File: src/rtl/tristate_bus_arbiter.sv
// Round-robin arbiter for a shared tristate bus. Registered one-hot grant drives each requester's output-enable.
// Latency: grant 1 cycle after req from idle; exactly TURN all-released cycles between owners.
// Backpressure: requesters hold req until served; hold limit forces release when others are waiting.
module tristate_bus_arbiter #(
    parameter int N        = 4,
    parameter int IDX_W    = 2,
    parameter int MAX_HOLD = 4,
    parameter int TURN     = 1
) (
    input  logic             clock,
    input  logic             reset_,
    input  logic [N-1:0]     req,
    output logic [N-1:0]     grant,
    output logic [IDX_W-1:0] owner,
    output logic             busy,
    output logic             turnaround
);
    localparam int HOLD_W = $clog2(MAX_HOLD + 1);
    localparam int TURN_W = $clog2(TURN + 1);

    localparam logic [1:0] ST_IDLE  = 2'd0;
    localparam logic [1:0] ST_GRANT = 2'd1;
    localparam logic [1:0] ST_TURN  = 2'd2;

    logic [1:0]       state_q, state_d;
    logic [N-1:0]     grant_q, grant_d;
    logic [IDX_W-1:0] owner_q, owner_d;
    logic [IDX_W-1:0] last_q, last_d;
    logic [HOLD_W-1:0] hold_q, hold_d;
    logic [TURN_W-1:0] turn_q, turn_d;
    logic             busy_q, busy_d;
    logic             ta_q, ta_d;

    logic             win_vld;
    logic [IDX_W-1:0] win_idx;
    logic             others_pending;

    // Search starts just after the last owner, so the previous owner ends up lowest priority.
    always_comb begin : rr_pick
        int               j;
        logic [IDX_W-1:0] idx;
        win_vld = 1'b0;
        win_idx = '0;
        j       = 0;
        idx     = '0;
        for (int k = 1; k <= N; k++) begin
            j = int'(last_q) + k;
            if (j >= N) begin
                j = j - N;
            end
            idx = IDX_W'(j);
            if (!win_vld && req[idx]) begin
                win_vld = 1'b1;
                win_idx = idx;
            end
        end
    end

    assign others_pending = |(req & ~grant_q);

    always_comb begin : next_state
        state_d = state_q;
        grant_d = grant_q;
        owner_d = owner_q;
        last_d  = last_q;
        hold_d  = hold_q;
        turn_d  = turn_q;

        case (state_q)
            ST_IDLE: begin
                if (win_vld) begin
                    state_d          = ST_GRANT;
                    grant_d          = '0;
                    grant_d[win_idx] = 1'b1;
                    owner_d          = win_idx;
                    last_d           = win_idx;
                    hold_d           = HOLD_W'(1);
                end
            end
            ST_GRANT: begin
                if (!req[owner_q] || (hold_q == HOLD_W'(MAX_HOLD) && others_pending)) begin
                    state_d = ST_TURN;
                    grant_d = '0;
                    hold_d  = '0;
                    turn_d  = TURN_W'(1);
                end else if (hold_q != HOLD_W'(MAX_HOLD)) begin
                    hold_d = hold_q + HOLD_W'(1);
                end
            end
            ST_TURN: begin
                if (turn_q == TURN_W'(TURN)) begin
                    turn_d = '0;
                    if (win_vld) begin
                        state_d          = ST_GRANT;
                        grant_d          = '0;
                        grant_d[win_idx] = 1'b1;
                        owner_d          = win_idx;
                        last_d           = win_idx;
                        hold_d           = HOLD_W'(1);
                    end else begin
                        state_d = ST_IDLE;
                    end
                end else begin
                    turn_d = turn_q + TURN_W'(1);
                end
            end
            default: begin
                state_d = ST_IDLE;
                grant_d = '0;
                hold_d  = '0;
                turn_d  = '0;
            end
        endcase

        busy_d = |grant_d;
        ta_d   = (state_d == ST_TURN);
    end

    always_ff @(posedge clock or negedge reset_) begin
        if (!reset_) begin
            state_q <= ST_IDLE;
            grant_q <= '0;
            owner_q <= '0;
            last_q  <= IDX_W'(N - 1);
            hold_q  <= '0;
            turn_q  <= '0;
            busy_q  <= 1'b0;
            ta_q    <= 1'b0;
        end else begin
            state_q <= state_d;
            grant_q <= grant_d;
            owner_q <= owner_d;
            last_q  <= last_d;
            hold_q  <= hold_d;
            turn_q  <= turn_d;
            busy_q  <= busy_d;
            ta_q    <= ta_d;
        end
    end

    assign grant      = grant_q;
    assign owner      = owner_q;
    assign busy       = busy_q;
    assign turnaround = ta_q;
endmodule

File: config.mk
export PLATFORM = sky130hd
export DESIGN_NAME = tristate_bus_arbiter
export DESIGN_NICKNAME = d
export VERILOG_FILES = /design/src/rtl/tristate_bus_arbiter.sv
export SDC_FILE = /design/constraint.sdc
export NUM_CORES = 1
export LEC_CHECK = 0
export CAP_MARGIN = 20
export CORE_MARGIN = 5
export CORE_UTILIZATION = 48
export CTS_BUF_LIST = sky130_fd_sc_hd__clkbuf_8
export DETAILED_ROUTE_END_ITERATION = 8
export GPL_ROUTABILITY_DRIVEN = 0
export GPL_TIMING_DRIVEN = 0
export MAX_ROUTING_LAYER = met4
export PLACE_DENSITY = 0.73
export SYNTH_ARGS = -nofsm -noshare
export SYNTH_HDL_FRONTEND = slang
export SYNTH_SLANG_ARGS = --single-unit
File: constraint.sdc
create_clock -name clock -period 2.4 [get_ports clock]
set_clock_uncertainty 0.15 [all_clocks]
set_input_delay 0.48 -clock clock [delete_from_list [all_inputs] [get_ports clock]]
set_output_delay 0.48 -clock clock [all_outputs]
set_load 0.01 [all_outputs]
==> results.sh, run 1 <==
export IMPL_crit_chain="clkdlybuf4s50_1 -> nor4_2 -> a22o_2 -> nand3b_1 -> o21ai_1 -> a31o_1"
export IMPL_tightestPinTransition_ps=746
export IMPL_drc_errors=0
export IMPL_post_cts_resize_count=0
export IMPL_max_freq_ghz=0.434
export IMPL_initial_core_util_pct=49.4
export IMPL_power_density_nw_per_um2=1300
export IMPL_die_y_um=57.3
export IMPL_drive_gt1_share_pct=14.4
export IMPL_regArea_um2=403
export IMPL_synth_main_ff_cell="dfrtp_1"
export IMPL_wirelength_um=2160
export IMPL_outcome="complete, no violations"
export IMPL_track_usage_pct=14.7
export IMPL_crit_arrival_ps=2290
export IMPL_synthDistinctLibCells=41
export IMPL_drtIter0Drc=19
export IMPL_worstSetupStartpointType="input pin"
export IMPL_wl_per_cell_um=14.1
export IMPL_nNetsFinal=138
export IMPL_diodes=0
export IMPL_ant_nets=0
export IMPL_viasPerCell=5.60
export IMPL_ys_ff_latch=16
export IMPL_grt_first_pass_wirelength_um=3700
export IMPL_cts_htree_levels=1
export IMPL_cts_buffers=3
export IMPL_syn_nets=120
export IMPL_syn_inst=108
export IMPL_finish_utilization_pct=59.6
export IMPL_core_um2=2170
export IMPL_grt_max_degree=17
export IMPL_routed_via_count=857
export IMPL_ir_worst_vdd_v=0.000584
export IMPL_avgSynthCellArea_um2=9.93
export IMPL_required_ps=2390
export IMPL_post_cts_setup_buffers=0
export IMPL_syn_cell_area_um2=1070
export IMPL_finalSetupTns_ps=0
export IMPL_slowest_stage="clkdlybuf4s50_1"
export IMPL_cts_root_buf="clkbuf_8"
export IMPL_first_pass_iters=4
export IMPL_rsz0062_at_grt="false"
export IMPL_fill_cells=202
export IMPL_final_common_cell="dfrtp_1"
export IMPL_area_growth_pct=20.5
export IMPL_path_class="input pin to register"
export IMPL_cp_slowest_stage_delay_ps=570
export IMPL_die_x_um=57.3
export IMPL_dieArea_um2=3280
export IMPL_hpwl_um=1570
export IMPL_async_flop_share_pct=100
export IMPL_cts_sinks=16
export IMPL_cts_hold_fix_buffers=0
export IMPL_critPathMaxFanout=7
export IMPL_cp_end_kind="register"
export IMPL_grt_pass1_vias=835
export IMPL_fin_crit_ps=2300
export IMPL_synth_edf_count=0
export IMPL_slew_headroom_pct=50.1
export IMPL_clk_latency_ps=240
export IMPL_yosysWarnings=0
export IMPL_mostFrequentLayoutCells="dfrtp_1, clkdlybuf4s50_1, nor2_1"
export IMPL_antenna_found_initial=0
export IMPL_post_route_period_util_pct=95.9
export IMPL_path_clk_slew_ps=60
export IMPL_cap_violations=0
export IMPL_io_buffers=13
export IMPL_num_rows=17
export IMPL_setup_viol=0
export IMPL_multiInputGateArea_um2=631
export IMPL_ys_seq_area_share_pct=37.6
export IMPL_final_hold_viol_count=0
export IMPL_clockBufferDepth=2
export IMPL_gr_total_overflow=0
export IMPL_leakage_nw=0.543
export IMPL_hold_path_class="register to register"
export IMPL_cts_tree="yes"
export IMPL_ios=14
export IMPL_maxSlewViolCount=0
-- final timing paths --
kind | startpoint | to | slack [ps] | cells past startpoint
worst max-delay path | req[1] | hold_q[2] | 100 | 6
worst min-delay path | last_q[0] | last_q[0] | 370 | 2
worst min register to register | last_q[0] | last_q[0] | 370 | 2
max in group asynchronous | reset_ | hold_q[2] | 1110 | 1
worst max register to register | state_q[0] | hold_q[1] | 480 | 7
min in group asynchronous | reset_ | grant[1] | 520 | 1
-- routing by layer --
metal | GRT usage (%) | vias up | part of all wire [%]
met2 | 22.3 | 16 | 47
met5 | - | - | 0
met3 | 4.30 | 4 | 5.3
met1 | 18.4 | 407 | 46
li1 | - | 430 | -
met4 | 5.63 | 0 | 1.0
-- power by group --
part | total [mW] | internal, mW | leakage (nW) | switching, mW
logic | 0.923 | 0.456 | 0.313 | 0.468
clock network | 0.234 | 0.145 | 0.0288 | 0.0890
registers | 0.523 | 0.404 | 0.201 | 0.119
total | 1.68 | 1.01 | 0.543 | 0.676
-- sequential cells by signal, indices dropped and copies added, names as in the netlist --
register and cells:
turn_q 1, owner 2, last_q 2, hold_q 3, state_q 2, busy 1, turnaround 1, grant 4
-- cells in the mapped netlist, types with 2 or more instances --
cell / n / share of area (%)
dfrtp_1: 14 / 33
nor2_1: 11 / 3.9
a21oi_1: 8 / 3.7
inv_1: 8 / 2.8
nand2_1: 7 / 2.5
ha_1: 6 / 7.0
o21ai_1: 5 / 2.3
mux2i_1: 4 / 3.7
nand2b_1: 4 / 2.3
a22o_1: 2 / 1.6
and2b_1: 2 / 1.4
dfstp_2: 2 / 4.9
mux2_1: 2 / 2.1
nor2b_1: 2 / 1.2
nor3_1: 2 / 0.93
o21a_4: 2 / 2.8
o21ai_0: 2 / 0.93
o2bb2ai_1: 2 / 1.6
-- cell type report --
class	count	area share, %
Multi-Input combinational cell	82	48.8
Sequential cell	16	31.2
Timing Repair Buffer	13	10.1
Clock buffer	4	4.26
Tap cell	28	2.71
Inverter	8	2.32
Buffer	2	0.678
-- metrics by stage --
| stage | std cells | power (mW) | hold WS [ps] | worst slack, ps | cell area [um^2] |
|---|---|---|---|---|---|
| after floorplan | 108 | 1.17 | 34.4 | 613 | 1070 |
| after global placement | 149 | 1.43 | 363 | -90.5 | 1240 |
| after detailed placement | 149 | 1.45 | 360 | -124 | 1240 |
| after CTS | 153 | 1.70 | 372 | 127 | 1290 |
| after global routing | 153 | 1.84 | 406 | 46.1 | 1290 |
| final | 153 | 1.68 | 370 | 98.4 | 1290 |
-- kinds of logic (layout without fill, tap and decap cells) --
| family | count (synthesis) | count (layout) | share of synthesized area (%) |
|---|---|---|---|
| and+or+nand+nor | 34 | 34 | 16.8 |
| muxes | 7 | 7 | 6.88 |
| DFF | 16 | 16 | 37.6 |
| buffers and inverters | 10 | 27 | 3.62 |
| AOI/OAI and AO/OA | 35 | 35 | 28.1 |
| adders and majority gates | 6 | 6 | 7.00 |
-- critical path: cells and delay by family --
kind	cells	cell delay, ps
compound gates	3	540
buf+inv	1	570
simple gates	2	680
(Power assumes the default switching activity.)
==> inputs of run 2 (changes only) <==
- CAP_MARGIN: 20 -> 0
- CTS_CLUSTER_DIAMETER: not set -> 200
- CTS_CLUSTER_SIZE: not set -> 25
==> results of run 2 <==
Same layout as run 1: the final DEF is identical, and so are final timing and power.
